===== config.mk =====
export PLATFORM = sky130hd
export DESIGN_NAME = sensor_conditioner_flat
export DESIGN_NICKNAME = d
export VERILOG_FILES = /design/src/rtl/sensor_conditioner_if.sv /design/src/rtl/sensor_conditioner.sv /design/src/flat_wrapper.sv
export SDC_FILE = /design/constraint.sdc
export NUM_CORES = 1
export LEC_CHECK = 0
export BUFFER_PORTS_ARGS = -buffer_cell sky130_fd_sc_hd__buf_2
export CAP_MARGIN = 5
export CORE_MARGIN = 2
export CORE_UTILIZATION = 45
export DETAILED_ROUTE_END_ITERATION = 7
export PLACE_DENSITY = 0.67
export SLEW_MARGIN = 10
export SYNTH_ARGS = -nofsm -noshare
export SYNTH_HDL_FRONTEND = slang
export SYNTH_SLANG_ARGS = --single-unit

===== constraint.sdc =====
create_clock -name clk -period 4.75 [get_ports clk]
set_input_delay 0.475 -clock clk [delete_from_list [all_inputs] [get_ports clk]]
set_output_delay 0.475 -clock clk [all_outputs]
set_load 0.05 [all_outputs]

===== src/rtl/sensor_conditioner_if.sv =====
// ----------------------------------------------------------------------------
// sensor_conditioner_if
// Signal bundle between the car-detector front end and the conditioner.
//   raw_a, raw_b       : asynchronous detector inputs for roads A and B
//   Sa, Sb             : conditioned traffic requests for the light controller
//   fault_a, fault_b   : sticky stuck-sensor flags
// Modports: master drives the raw inputs, slave (the conditioner) drives the
// conditioned requests and fault flags.
// ----------------------------------------------------------------------------
interface sensor_conditioner_if;
   logic raw_a;
   logic raw_b;
   logic Sa;
   logic Sb;
   logic fault_a;
   logic fault_b;

   modport master (
      output raw_a,
      output raw_b,
      input  Sa,
      input  Sb,
      input  fault_a,
      input  fault_b
   );

   modport slave (
      input  raw_a,
      input  raw_b,
      output Sa,
      output Sb,
      output fault_a,
      output fault_b
   );
endinterface


===== src/rtl/sensor_conditioner.sv =====
// ----------------------------------------------------------------------------
// sensor_conditioner
// Conditions two asynchronous car-detector inputs into clean traffic requests.
// Each channel synchronizes its input, debounces it (DB cycles high needed),
// stretches the request HOLD cycles after the input falls, and flags a stuck
// sensor after STUCK continuous high cycles (request kept asserted, fail-safe).
// Ports:
//   clk    : single clock, rising edge
//   reset  : synchronous, active-high
//   bus    : sensor_conditioner_if.slave (raw_a/raw_b in, Sa/Sb/fault_a/fault_b out)
// Parameters: n (counter width), DB, HOLD, STUCK (all 1 .. 2^n-1).
// ----------------------------------------------------------------------------
module sensor_conditioner #(
   parameter int unsigned n     = 13,
   parameter int unsigned DB    = 8,
   parameter int unsigned HOLD  = 200,
   parameter int unsigned STUCK = 4000
) (
   input  logic                clk,
   input  logic                reset,
   sensor_conditioner_if.slave bus
);

   localparam longint unsigned CNT_MAX = (64'd1 << n) - 64'd1;

   // Reject thresholds that are zero or do not fit the counter width.
   generate
      if (n == 32'd0 || n > 32'd32 || DB == 32'd0 || HOLD == 32'd0 || STUCK == 32'd0 ||
          64'(DB) > CNT_MAX || 64'(HOLD) > CNT_MAX || 64'(STUCK) > CNT_MAX) begin : g_bad_params
         $error("sensor_conditioner: DB, HOLD and STUCK must be in 1 .. 2^n-1");
      end
   endgenerate

   localparam logic [n-1:0] ZERO_C   = n'(0);
   localparam logic [n-1:0] ONE_C    = n'(1);
   localparam logic [n-1:0] ALL1_C   = n'(CNT_MAX);
   localparam logic [n-1:0] DB_C     = n'(DB);
   localparam logic [n-1:0] HOLD_C   = n'(HOLD);
   localparam logic [n-1:0] STUCK_C  = n'(STUCK);

   typedef enum logic [2:0] {
      ST_IDLE   = 3'd0,
      ST_QUAL   = 3'd1,
      ST_ACTIVE = 3'd2,
      ST_HOLDST = 3'd3,
      ST_FAULT  = 3'd4
   } state_t;

   logic [1:0] raw_s;
   logic [1:0] req_s;
   logic [1:0] flt_s;

   assign raw_s       = {bus.raw_b, bus.raw_a};
   assign bus.Sa      = req_s[0];
   assign bus.Sb      = req_s[1];
   assign bus.fault_a = flt_s[0];
   assign bus.fault_b = flt_s[1];

   for (genvar c = 0; c < 2; c++) begin : g_ch
      logic         sync1_q;
      logic         sync2_q;
      state_t       state_q, state_d;
      // One counter per channel: debounce count in QUAL, run length in
      // ACTIVE/FAULT (continuing from the debounce count), hold count in HOLDST.
      logic [n-1:0] cnt_q, cnt_d;
      logic [n-1:0] cnt_inc_s;
      logic [n-1:0] cnt_dec_s;
      logic         req_q, req_d;
      logic         flt_q, flt_d;

      // Saturating step values so the counter never wraps.
      assign cnt_inc_s = (cnt_q == ALL1_C) ? cnt_q : cnt_q + ONE_C;
      assign cnt_dec_s = (cnt_q == ZERO_C) ? cnt_q : cnt_q - ONE_C;

      // Synchronizer, FSM state, counter and registered outputs.
      always_ff @(posedge clk) begin
         if (reset) begin
            sync1_q <= 1'b0;
            sync2_q <= 1'b0;
            state_q <= ST_IDLE;
            cnt_q   <= ZERO_C;
            req_q   <= 1'b0;
            flt_q   <= 1'b0;
         end else begin
            sync1_q <= raw_s[c];
            sync2_q <= sync1_q;
            state_q <= state_d;
            cnt_q   <= cnt_d;
            req_q   <= req_d;
            flt_q   <= flt_d;
         end
      end

      // Next state, counter load and next output values; transitions win
      // over plain count events on the same edge.
      always_comb begin
         state_d = state_q;
         cnt_d   = cnt_q;
         req_d   = 1'b0;
         flt_d   = flt_q;
         case (state_q)
            ST_IDLE: begin
               if (sync2_q) begin
                  cnt_d = ONE_C;
                  if (DB_C == ONE_C) begin
                     state_d = ST_ACTIVE;
                     req_d   = 1'b1;
                  end else begin
                     state_d = ST_QUAL;
                  end
               end else begin
                  cnt_d = ZERO_C;
               end
            end
            ST_QUAL: begin
               if (!sync2_q) begin
                  state_d = ST_IDLE;
                  cnt_d   = ZERO_C;
               end else if (cnt_inc_s >= DB_C) begin
                  state_d = ST_ACTIVE;
                  cnt_d   = cnt_inc_s;
                  req_d   = 1'b1;
               end else begin
                  cnt_d = cnt_inc_s;
               end
            end
            ST_ACTIVE: begin
               req_d = 1'b1;
               if (!sync2_q) begin
                  state_d = ST_HOLDST;
                  cnt_d   = HOLD_C;
               end else if (cnt_inc_s >= STUCK_C) begin
                  state_d = ST_FAULT;
                  cnt_d   = cnt_inc_s;
                  flt_d   = 1'b1;
               end else begin
                  cnt_d = cnt_inc_s;
               end
            end
            ST_HOLDST: begin
               req_d = 1'b1;
               if (sync2_q) begin
                  state_d = ST_ACTIVE;
                  cnt_d   = ONE_C;
               end else if (cnt_dec_s == ZERO_C) begin
                  state_d = ST_IDLE;
                  cnt_d   = ZERO_C;
                  req_d   = 1'b0;
               end else begin
                  cnt_d = cnt_dec_s;
               end
            end
            ST_FAULT: begin
               // Keep requesting service while the sensor is stuck.
               req_d = 1'b1;
               flt_d = 1'b1;
               if (!sync2_q) begin
                  state_d = ST_HOLDST;
                  cnt_d   = HOLD_C;
               end else begin
                  cnt_d = cnt_inc_s;
               end
            end
            default: begin
               state_d = ST_IDLE;
               cnt_d   = ZERO_C;
               req_d   = 1'b0;
            end
         endcase
      end

      assign req_s[c] = req_q;
      assign flt_s[c] = flt_q;
   end

endmodule

===== src/flat_wrapper.sv =====
// flat-port wrapper written by rule: the top's interface ports become plain ports
module sensor_conditioner_flat 
#(
   parameter int unsigned n     = 13,
   parameter int unsigned DB    = 8,
   parameter int unsigned HOLD  = 200,
   parameter int unsigned STUCK = 4000
)
  (clk, reset, bus_raw_a, bus_raw_b, bus_Sa, bus_Sb, bus_fault_a, bus_fault_b);
  sensor_conditioner_if bus_i ();
  input  logic clk;
  input  logic reset;
  input wire logic [$bits(bus_i.raw_a)-1:0] bus_raw_a;
  input wire logic [$bits(bus_i.raw_b)-1:0] bus_raw_b;
  output wire logic [$bits(bus_i.Sa)-1:0] bus_Sa;
  output wire logic [$bits(bus_i.Sb)-1:0] bus_Sb;
  output wire logic [$bits(bus_i.fault_a)-1:0] bus_fault_a;
  output wire logic [$bits(bus_i.fault_b)-1:0] bus_fault_b;
  assign bus_i.raw_a = bus_raw_a;
  assign bus_i.raw_b = bus_raw_b;
  assign bus_Sa = bus_i.Sa;
  assign bus_Sb = bus_i.Sb;
  assign bus_fault_a = bus_i.fault_a;
  assign bus_fault_b = bus_i.fault_b;
  sensor_conditioner #(.n(n), .DB(DB), .HOLD(HOLD), .STUCK(STUCK)) u_core (.clk(clk), .reset(reset), .bus(bus_i));
endmodule

==> results of run 1 <==
## stage by stage
step                total power [mW]  setup slack, ns
floorplan                      0.436             1.90
global placement               0.454             1.85
detailed placement             0.455             1.70
CTS                            0.748             1.68
global route                   0.770             1.46
finish                         0.743             1.68
## worst register-to-register path, cell delays in order, from the launching register on
cell and delay (ns):
sky130_fd_sc_hd__dfxtp_1 0.42, sky130_fd_sc_hd__inv_1 0.18, sky130_fd_sc_hd__ha_1 0.29, sky130_fd_sc_hd__or3b_1 0.50, sky130_fd_sc_hd__nor3_1 0.20, sky130_fd_sc_hd__mux2_1 0.37
sky130_fd_sc_hd__nor4_2 0.34, sky130_fd_sc_hd__a21o_2 0.24, sky130_fd_sc_hd__nand3_2 0.09, sky130_fd_sc_hd__a2111oi_2 0.35
## registers in the layout (all words and copies together), names as in the netlist
| signal | count |
|---|---|
| u_core.g_ch.cnt_q | 26 |
| u_core.g_ch.sync2_q | 2 |
| u_core.bus.Sa | 1 |
| u_core.g_ch.sync1_q | 2 |
| u_core.bus.Sb | 1 |
| u_core.bus.fault_a | 1 |
| u_core.bus.fault_b | 1 |
| u_core.g_ch.state_q | 6 |
## synth_stat cells, types with 3 or more instances
cell type                  number  area share
sky130_fd_sc_hd__clkbuf_1      40       0.042
sky130_fd_sc_hd__dfxtp_1       40        0.22
sky130_fd_sc_hd__nor2_1        38       0.040
sky130_fd_sc_hd__a21oi_1       36       0.050
sky130_fd_sc_hd__nand2_1       32       0.034
sky130_fd_sc_hd__nand3_1       31       0.043
sky130_fd_sc_hd__o21ai_0       24       0.034
sky130_fd_sc_hd__nor3_1        18       0.025
sky130_fd_sc_hd__a31oi_1       13       0.023
sky130_fd_sc_hd__and3_1        13       0.023
sky130_fd_sc_hd__nor2b_1       13       0.023
sky130_fd_sc_hd__xnor2_1       13       0.032
sky130_fd_sc_hd__inv_1         11       0.012
sky130_fd_sc_hd__nor4_1        11       0.019
sky130_fd_sc_hd__nand4_1       10       0.017
sky130_fd_sc_hd__nand2b_1       9       0.016
sky130_fd_sc_hd__a211oi_1       8       0.017
sky130_fd_sc_hd__o21ai_1        8       0.011
sky130_fd_sc_hd__xor2_1         8       0.020
sky130_fd_sc_hd__a21o_1         7       0.015
sky130_fd_sc_hd__and2_1         7       0.012
sky130_fd_sc_hd__or3_1          7       0.012
sky130_fd_sc_hd__and4_1         6       0.015
sky130_fd_sc_hd__ha_1           6       0.021
sky130_fd_sc_hd__buf_2          5      0.0070
sky130_fd_sc_hd__o22ai_1        5      0.0087
sky130_fd_sc_hd__o31ai_1        5       0.010
sky130_fd_sc_hd__or4_1          5       0.010
sky130_fd_sc_hd__a221oi_1       4      0.0098
sky130_fd_sc_hd__a22oi_1        4      0.0084
sky130_fd_sc_hd__a41oi_1        4      0.0098
sky130_fd_sc_hd__nor3b_1        4      0.0084
sky130_fd_sc_hd__o211ai_1       4      0.0084
sky130_fd_sc_hd__o21a_1         4      0.0084
sky130_fd_sc_hd__or2_2          4      0.0070
sky130_fd_sc_hd__a31o_2         3      0.0073
sky130_fd_sc_hd__nand4b_1       3      0.0073
sky130_fd_sc_hd__nor4b_1        3      0.0073
## worst paths after layout
check                     startpoint                         to  depth (start not counted)
max          u_core.g_ch[0].cnt_q[0]  u_core.g_ch[0].state_q[2]                          9
min reg2reg   u_core.g_ch[0].sync1_q     u_core.g_ch[0].sync2_q                          1
max reg2reg  u_core.g_ch[0].cnt_q[0]  u_core.g_ch[0].state_q[2]                          9
min                        bus_raw_a     u_core.g_ch[0].sync1_q                          2
## layer usage
metal	vias up	part of all wire	global-route usage
met3	17	0.085	0.0419
met5	-	0	0
li1	1828	-	-
met1	1757	0.46	0.338
met2	173	0.44	0.371
met4	0	0.015	0.0723
## cell families after synthesis
| kind of cell | count (synthesis) |
|---|---|
| mux | 3 |
| simple gates | 225 |
| fa+ha+maj | 6 |
| xor+xnor | 21 |
| buf+inv | 58 |
| compound gates | 154 |
| flops | 40 |
## area by class of cell
| cell class | instances | area [sq um] |
|---|---|---|
| Clock buffer | 5 | 68.8 |
| Clock inverter | 3 | 47.5 |
| Fill cell | 765 | 4050 |
| Inverter | 11 | 41.3 |
| Multi-Input combinational cell | 409 | 2550 |
| Sequential cell | 40 | 801 |
| Tap cell | 102 | 128 |
| Timing Repair Buffer | 7 | 35.0 |
## power by group through the flow
stage	sequential [mW]	clock, mW	combinational (mW)
finish	0.355	0.293	0.0944
global route	0.356	0.308	0.105
CTS	0.354	0.300	0.0931
detailed placement	0.362	0	0.0924
global placement	0.362	0	0.0921
floorplan	0.352	0	0.0839
==> metrics.md, run 1 <==
| Metric | Value |
|---|---|
| Critical path fanouts, max | 10 |
| Flops & latches, synth | 40 |
| Final Routed Wirelength | 9940 um |
| Synth warn | 0 |
| Clock tree from TritonCTS | done |
| Number of placement rows | 32 |
| Final setup violation count | 0 |
| Final clock skew | 0.0103 ns |
| NumNets Final | 484 |
| Post CTS Setup Buffer Count | 0 |
| Number of global-route vias before repair | 3383 |
| Root cell of the clock tree | sky130_fd_sc_hd__clkbuf_8 |
| Die area | 8680 sq um |
| Die boundary width | 93.2 um |
| F_max | 0.325 GHz |
| DRC Markers | 0 |
| Register-to-register path setup slack | 1.68 ns |
| Hold-fix buffers at CTS | 0 |
| Most used cells in the layout excluding fill and tap cells | sky130_fd_sc_hd__dfxtp_1 (40), sky130_fd_sc_hd__nor2_1 (38), sky130_fd_sc_hd__a21oi_1 (36) |
| Main combinational cell family by area after synthesis | simple AND/OR/NAND/NOR gates |
| Total congestion overflow after global routing | 0 |
| Detailed Route Iter0 Violations | 388 |
| Fraction of the cycle the final worst path needs | 0.647 |
| # placed instances | 569 |
| HPWL after DPL | 7190 um |
| Syn nets | 517 |
| Number of iterations in the first detailed-routing pass | 5 |
| RSZ-0062 raised after global routing | no |
| Sw Ratio | 0.278 |
| Cell at the slowest stage of the critical path | sky130_fd_sc_hd__or3b_1 |
| CP delay by family, top | simple AND/OR/NAND/NOR gates |
| Leak | 1.35 nW |
| Switching power of the nets | 206 uW |
| Normalized max-slew margin | 0.470 |
| Leading cell type in the layout, fill and taps excluded | sky130_fd_sc_hd__dfxtp_1 |
| Global placement routability congestion | 0.941 |
| Final-report max-slew violation count | 0 |
| Compound-Gate Fraction of Synth Area | 0.286 |
| Height of the die | 93.2 um |
| Startpoint Class | register |
| Register clock-pin slew on the reported worst setup and hold paths | 0.09 ns |
| Antenna violations before repair | 0 |
| Critical Path Sink Type | register |
| Vias | 3775 |
| Adder-cell share of the synthesized area | 0.0210 |
| Largest buffer count on any clock path | 2 |
| Most frequently used flop master after synthesis | sky130_fd_sc_hd__dfxtp_1 |
| Post-Syn Instances | 507 |
| Placeable core region | 7730 sq um |
| Worst VDD drop | 0.151 mV |
| Buffers on Ports | 7 |
| Required time worst endpoint | 4.96 ns |
| Worst hold path class | in2reg |
| Buffers and inverters on the worst path | 1 |
| Number of distinct library cells after synthesis | 68 |
| Power Dens Cells | 202 nW/um^2 |
| Sequential Power Share | 0.478 |
| Post-layout utilization of the core | 0.475 |
| Share of flip-flops with an asynchronous set or reset after synthesis | 0 |
| Mux share of post-synthesis cell area | 0.00874 |
| Layout cell share with drive strength beyond 1 | 0.0568 |
| Io pins | 8 |
| Critical Path, Cell by Cell | inv_1, ha_1, or3b_1, nor3_1, mux2_1, nor4_2, a21o_2, nand3_2, a2111oi_2 |
| Final-layout worst hold slack | 0.373 ns |
| Initial Utilization | 0.463 |
| Global-route wire length before repair | 16800 um |
| Sequential fraction of the synthesis area | 0.224 |
| Worst endpoint data arrival time | 3.28 ns |
| Pin count of the biggest net entering global routing | 21 |
| Maximum Capacitance Violations | 0 |
| Post-detailed-placement cell area | 3560 sq um |
| Outcome | completed |
| Average wire per standard cell | 17.2 um |
| Clock network power share | 0.395 |
| Pin slew with the least headroom to its limit | 0.788 ns |
| Relative contribution of combinational cells to total power | 0.127 |
| Avg Cell Area, Syn | 7.06 sq um |
| Post-route antenna net violation count | 0 |
| Post-synth EDFFs | 0 |
| Number of buffers created by CTS | 5 |
| Internal Dissipation | 536 uW |
| Finished Cell Area | 3670 sq um |
| Post-cts sizing count | 0 |
| Vias per cell | 6.54 |
| Worst path max stage delay | 0.50 ns |
| Non-filler cells, final | 577 |
| Latest clock arrival within the worst-skew pair | 0.30 ns |
| Deepest level of the CTS H-tree | 2 |
| Final Hold Viols | 0 |
| Final antenna diode count | 0 |
| Synth-to-layout area growth | 2.69% |
| Total Negative Setup Slacks | 0 ns |
| Number of clock sinks seen by CTS | 40 |
| Simple-gate portion of the synthesized area | 0.346 |
| Xor/xnor share of the synthesized area | 0.0514 |
| GR Util All Layers | 0.239 |
| Crit Path Category | reg2reg |
| Area of the mapped netlist | 3580 sq um |
| Time the final worst path needs with I/O delays and setup | 3.07 ns |
(Power assumes the default switching activity.)
==> run 2, diff against run 1 <==
- clock period: 4.75 -> 2.9 ns (I/O delays scaled with it)
==> run 2 against run 1 <==
Sequential share of layout area is 1.2 points lower. Power is 70% higher. Via count is 3.2% higher. Setup slack worse by 1.5 ns. Design area is 6.1% higher. Combinational power is 85% higher. Sequential cell count stayed put. Register-to-register slack worse by 1.5 ns. Fmax is 11% higher. Global-route usage is 0.83 points higher.
==> metrics.md, run 2 (synthesis gave the netlist of run 1 again) <==
| Metric | Value |
|---|---|
| Outcome | completed |
| Antenna violations before repair | 0 (unchanged) |
| Leak | 1.49 nW (+10%) |
| Number of buffers created by CTS | 5 (unchanged) |
| Critical path fanouts, max | 10 (unchanged) |
| Reg with most FFs | u_core.g_ch.cnt_q |
| Worst hold start | bus_raw_b |
| Worst endpoint data arrival time | 3.00 ns (-0.28 ns) |
| Largest regs | u_core.g_ch.cnt_q (26), u_core.g_ch.state_q (6) |
| Detailed Route Iter0 Violations | 319 (-18%) |
| Time the final worst path needs with I/O delays and setup | 2.77 ns (-0.301 ns) |
| Power Dens Cells | 324 nW/um^2 (+60%) |
| Total Negative Setup Slacks | 0 ns (unchanged) |
| Total congestion overflow after global routing | 0 (unchanged) |
| DRC Markers | 0 (unchanged) |
| Buffers and inverters on the worst path | 2 (+1) |
| Vias | 3896 (+3.2%) |
| Post-layout power | 1.26 mW (+70%) |
| Number of global-route vias before repair | 3459 (+2.2%) |
| Critical Path Sink Type | register |
| Worst path max stage delay | 0.40 ns (-0.10 ns) |
| Post-detailed-placement cell area | 3760 sq um (+5.7%) |
| Worst hold path class | in2reg |
| Placeable core region | 7730 sq um (unchanged) |
| Non-filler cells, final | 604 (+4.7%) |
| Global-route wire length before repair | 17200 um (+2.2%) |
| Deepest level of the CTS H-tree | 2 (unchanged) |
| Critical Path, Cell by Cell | inv_2, ha_1, or3b_1, buf_4, or3_1, o21ai_1, nor4_4, a21o_2, or3_1, o22ai_1 |
| Fraction of the cycle the final worst path needs | 0.955 (+0.309) |
| Register clock-pin slew on the reported worst setup and hold paths | 0.11 ns (+0.02 ns) |
| Global placement routability congestion | 0.976 (+3.8%) |
| Required time worst endpoint | 3.13 ns (-1.83 ns) |
| Io pins | 8 (unchanged) |
| Average wire per standard cell | 17.6 um (+2.4%) |
| RSZ-0062 raised after global routing | no |
| Final clock skew | 0.0177 ns (+0.00738 ns) |
| Vias per cell | 6.45 (-1.4%) |
| Initial Utilization | 0.463 (unchanged) |
| Final antenna diode count | 0 (unchanged) |
| Finished Cell Area | 3900 sq um (+6.1%) |
| # placed instances | 596 (+4.7%) |
| Normalized max-slew margin | 0.524 (+0.0544) |
| Pin count of the biggest net entering global routing | 18 (-14%) |
| Hold-fix buffers at CTS | 0 (unchanged) |
| Maximum Capacitance Violations | 0 (unchanged) |
| Pin slew with the least headroom to its limit | 0.707 ns (-0.0808 ns) |
| Buffers on Ports | 7 (unchanged) |
| Height of the die | 93.2 um (unchanged) |
| Clock tree from TritonCTS | done |
| GR Util All Layers | 0.247 (+0.00834) |
| CP delay by family, top | simple AND/OR/NAND/NOR gates |
| Crit Path Category | reg2reg |
| Number of placement rows | 32 (unchanged) |
| Die boundary width | 93.2 um (unchanged) |
| Root cell of the clock tree | sky130_fd_sc_hd__clkbuf_8 |
| Most used cells in the layout excluding fill and tap cells | sky130_fd_sc_hd__nor2_1 (38), sky130_fd_sc_hd__dfxtp_1 (38), sky130_fd_sc_hd__a21oi_1 (36) |
| Cell at the slowest stage of the critical path | sky130_fd_sc_hd__or3_1 |
| HPWL after DPL | 7690 um (+7.0%) |
| Max reg flops | 26 (unchanged) |
| Largest buffer count on any clock path | 2 (unchanged) |
| Startpoint Class | register |
| Final Routed Wirelength | 10700 um (+7.2%) |
| Final setup violation count | 0 (unchanged) |
| Number of clock sinks seen by CTS | 40 (unchanged) |
| Cell occurring most often along the worst timing path | sky130_fd_sc_hd__or3_1 |
| F_max | 0.361 GHz (+11%) |
| Synth-to-layout area growth | 8.99% |
| Die area | 8680 sq um (unchanged) |
| Latest clock arrival within the worst-skew pair | 0.32 ns (+0.02 ns) |
| Layout cell share with drive strength beyond 1 | 0.120 (+0.0627) |
| Worst flop-to-flop path startpoint | u_core.g_ch[0].cnt_q[0] |
| Timing startpoint of the critical path | u_core.g_ch[0].cnt_q[0] |
| Final Hold Viols | 0 (unchanged) |
| Worst VDD drop | 0.185 mV (+23%) |
| Post-route antenna net violation count | 0 (unchanged) |
| Post CTS Setup Buffer Count | 0 (unchanged) |
| NumNets Final | 511 (+5.6%) |
| Final-report max-slew violation count | 0 (unchanged) |
| Number of iterations in the first detailed-routing pass | 5 (unchanged) |
run 2: cell types whose count changed in the layout (fill, tap and decap cells not counted), moves of 2 or more:
cell	before	now
sky130_fd_sc_hd__buf_4	0	27
sky130_fd_sc_hd__dfxtp_1	40	38
sky130_fd_sc_hd__clkinv_4	2	0
sky130_fd_sc_hd__dfxtp_2	0	2
run 2: layout make-up:
class / count / area (sq um)
Clock buffer: 5 / 68.8
Inverter: 11 / 41.3
Timing Repair Buffer: 34 / 238
Tap cell: 102 / 128
Multi-Input combinational cell: 409 / 2570
Clock inverter: 3 / 46.3
Fill cell: 765 / 3830
Sequential cell: 40 / 803
run 2: worst paths after layout:
kind	to	slack, ns	depth (start not counted)
max	u_core.g_ch[0].cnt_q[3]	0.13	10
min	u_core.g_ch[1].sync1_q	0.18	2
max reg2reg	u_core.g_ch[0].cnt_q[3]	0.13	10
min reg2reg	u_core.g_ch[1].sync2_q	0.44	1
run 2: where the power goes:
group          total (mW)  switching [mW]  internal, mW
Clock               0.507           0.247         0.260
Sequential          0.580          0.0223         0.558
Combinational       0.175           0.103        0.0723
run 2: metal layers:
metal	part of all wire	vias up	track usage
met5	0	-	0
met4	0.018	0	0.0711
met3	0.076	14	0.0363
met2	0.46	170	0.408
met1	0.45	1830	0.335
li1	-	1882	-
run 2: per-stage QoR:
stage	worst slack, ns	util	hold slack [ns]
after floorplan	0.0472	-	0.414
after global placement	0.184	0.487	0.417
after detailed placement	0.115	0.487	0.427
after CTS	0.0944	0.501	0.185
after global routing	0.00665	0.505	0.207
final	0.129	0.505	0.185
run 2: repair_timing:
| action | in CTS | in global routing |
|---|---|---|
| setup endpoints to repair | 0 | 14 |
| hold endpoints to repair | 0 | 0 |
| resized for setup | 0 | 7 |
==> run 3, diff against run 2 <==
- REMOVE_ABC_BUFFERS: unset -> 1
==> run 3 against run 2 <==
Sequential share of layout area up 0.094 points. Critical path type unchanged. Routed wire length down 3.2%. Largest cell class unchanged. Register-to-register slack better by 0.05 ns.
==> metrics.md, run 3 (synthesis gave the netlist of run 1 again) <==
| Metric | Value |
|---|---|
| Vias | 3890 (-0.15%) |
| Number of iterations in the first detailed-routing pass | 5 (unchanged) |
| Register clock-pin slew on the reported worst setup and hold paths | 0.09 ns (-0.02 ns) |
| Register-to-register path setup slack | 0.17 ns (+0.05 ns) |
| Hold-fix buffers at CTS | 0 (unchanged) |
| Number of placement rows | 32 (unchanged) |
| Layout cell share with drive strength beyond 1 | 0.114 (-0.00552) |
| # placed instances | 594 (-0.34%) |
| Final Routed Wirelength | 10300 um (-3.2%) |
| Pin count of the biggest net entering global routing | 20 (+2) |
| Non-filler cells, final | 602 (-0.33%) |
| Die boundary width | 93.2 um (unchanged) |
| Buffers on Ports | 7 (unchanged) |
| Largest regs | u_core.g_ch.cnt_q (26), u_core.g_ch.state_q (6) |
| Maximum Capacitance Violations | 0 (unchanged) |
| Fill cell instance count of the final layout | 762 (-0.39%) |
| Die area | 8680 sq um (unchanged) |
| Pin slew with the least headroom to its limit | 0.686 ns (-0.0211 ns) |
| Leak | 1.48 nW (-0.91%) |
| Final setup violation count | 0 (unchanged) |
| F_max | 0.367 GHz (+1.7%) |
| Power Dens Cells | 318 nW/um^2 (-1.6%) |
| Placeable core region | 7730 sq um (unchanged) |
| Startpoint Class | register |
| FF-to-FF End | u_core.g_ch[0].state_q[2] |
| Fraction of the cycle the final worst path needs | 0.940 (-0.0156) |
| Global placement routability congestion | 0.919 (-5.9%) |
| Final Hold Viols | 0 (unchanged) |
| HPWL after DPL | 7580 um (-1.5%) |
| Total congestion overflow after global routing | 0 (unchanged) |
| Most used cells in the layout excluding fill and tap cells | sky130_fd_sc_hd__dfxtp_1 (39), sky130_fd_sc_hd__nor2_1 (38), sky130_fd_sc_hd__a21oi_1 (36) |
| Critical Path, Cell by Cell | ha_1, and3_1, and4_1, o21ai_0, and2_1, o31ai_1, buf_4, nand3_2, a2111oi_2 |
| Height of the die | 93.2 um (unchanged) |
| Worst hold path class | in2reg |
| NumNets Final | 509 (-0.39%) |
| Required time worst endpoint | 3.10 ns (-0.03 ns) |
| Grt met2 use | 0.426 (+0.0181) |
| Synth-to-layout area growth | 8.32% |
| Reg with most FFs | u_core.g_ch.cnt_q |
| Critical path fanouts, max | 10 (unchanged) |
| Final clock skew | 0.00807 ns (-0.00965 ns) |
| Number of clock sinks seen by CTS | 40 (unchanged) |
| Max reg flops | 26 (unchanged) |
| Worst path max stage delay | 0.51 ns (+0.11 ns) |
| Latest clock arrival within the worst-skew pair | 0.30 ns (-0.02 ns) |
| End of the worst hold path | u_core.g_ch[1].sync1_q |
| Cell at the slowest stage of the critical path | sky130_fd_sc_hd__dfxtp_1 |
| Worst flop-to-flop path startpoint | u_core.g_ch[0].cnt_q[1] |
| Leading cell type in the layout, fill and taps excluded | sky130_fd_sc_hd__dfxtp_1 |
| Worst hold path depth | 2 (unchanged) |
| Final-layout worst hold slack | 0.194 ns (+0.00978 ns) |
| Met1 track demand over resource | 0.307 (-0.0285) |
| Number of buffers created by CTS | 5 (unchanged) |
| Normalized max-slew margin | 0.542 (+0.0174) |
| Gr busiest metal | met2 |
| Clock tree from TritonCTS | done |
| Worst endpoint data arrival time | 2.93 ns (-0.07 ns) |
| Worst reg-to-reg path cell count | 9 (-1) |
| Crit Path Category | reg2reg |
| Met3 usage in global routing | 0.0314 (-0.00483) |
| Worst VDD drop | 0.235 mV (+27%) |
| Post-route antenna net violation count | 0 (unchanged) |
| Vias per cell | 6.46 (+0.18%) |
| Global-route wire length before repair | 17600 um (+2.2%) |
| Initial Utilization | 0.463 (unchanged) |
| Final antenna diode count | 0 (unchanged) |
| Worst hold start | bus_raw_b |
| Largest buffer count on any clock path | 2 (unchanged) |
| Critical Path Sink Type | register |
| Average wire per standard cell | 17.1 um (-2.8%) |
| Antenna violations before repair | 0 (unchanged) |
| Total Negative Setup Slacks | 0 ns (unchanged) |
| DRC Markers | 0 (unchanged) |
| Deepest level of the CTS H-tree | 2 (unchanged) |
| GR Util All Layers | 0.247 (-0.000631) |
| Time the final worst path needs with I/O delays and setup | 2.73 ns (-0.0453 ns) |
| Io pins | 8 (unchanged) |
| Number of global-route vias before repair | 3658 (+5.8%) |
| RSZ-0062 raised after global routing | no |
| Final-report max-slew violation count | 0 (unchanged) |
| Root cell of the clock tree | sky130_fd_sc_hd__clkbuf_8 |
| Outcome | completed |
| Detailed Route Iter0 Violations | 254 (-20%) |
==> run 3: changes by cell type in the layout (fill, tap and decap cells not counted), sizes merged <==
cell | before | now
buf | 34 | 32
==> run 3: worst max-delay path, delay by kind of cell, from the launching register on <==
family,cells,cell delay [ns]
compound gates,3,0.80
fa+ha+maj,1,0.26
buf+inv,1,0.19
flops,1,0.51
simple gates,4,0.86
==> run 3: worst max-delay path by stage <==
| stage | startpoint | to | slack (ns) | depth (start not counted) |
|---|---|---|---|---|
| 6_report | u_core.g_ch[0].cnt_q[1] | u_core.g_ch[0].state_q[2] | 0.17 | 9 |
| 5_1_grt | u_core.g_ch[0].cnt_q[6] | u_core.g_ch[0].state_q[2] | 0.002 | 8 |
| 4_1_cts | u_core.g_ch[0].cnt_q[0] | u_core.g_ch[0].state_q[2] | 0.01 | 9 |
| 3_5_place_dp | u_core.g_ch[0].cnt_q[0] | u_core.g_ch[0].state_q[2] | 0.05 | 9 |
| 3_3_place_gp | u_core.g_ch[0].cnt_q[0] | u_core.g_ch[0].state_q[2] | 0.17 | 9 |
| 2_1_floorplan | u_core.g_ch[0].cnt_q[0] | u_core.g_ch[0].state_q[2] | 0.19 | 9 |
==> run 3: final cells by class <==
type | count | area (sq um) | share of cell area
clock buffers | 5 | 68.8 | 0.0178
clock inverters | 3 | 46.3 | 0.0119
inverters | 11 | 41.3 | 0.0107
multi-input cells | 409 | 2570 | 0.662
flip-flops and latches | 40 | 802 | 0.207
well taps | 102 | 128 | 0.0329
repair buffers | 32 | 223 | 0.0575
==> run 3: metal layers <==
metal,up-vias,routed length [um]
met5,-,0
met4,0,332
met3,37,666
met2,160,5000
met1,1808,4320
li1,1885,-
==> run 3: what timing repair did <==
item	4_1_cts	5_1_grt
endpoints found under the hold margin	0	0
buffers inserted	0	0
gates resized for setup	0	5
endpoints found under the setup margin	0	11
==> run 3: report_power, final <==
| part | switching, mW | internal [mW] | total (mW) |
|---|---|---|---|
| Combinational | 0.102 | 0.0722 | 0.174 |
| Sequential | 0.0197 | 0.558 | 0.577 |
| Clock | 0.223 | 0.260 | 0.482 |
| Total | 0.345 | 0.889 | 1.23 |
==> run 3: through the flow <==
| step | total power, mW | utilization | setup WS [ns] | cell area (sq um) |
|---|---|---|---|---|
| floorplan | 0.705 | - | 0.186 | 3390 |
| global placement | 0.756 | 0.485 | 0.173 | 3740 |
| detailed placement | 0.759 | 0.485 | 0.0457 | 3740 |
| CTS | 1.24 | 0.500 | 0.0116 | 3860 |
| global route | 1.29 | 0.501 | 0.00233 | 3870 |
| finish | 1.23 | 0.501 | 0.175 | 3870 |
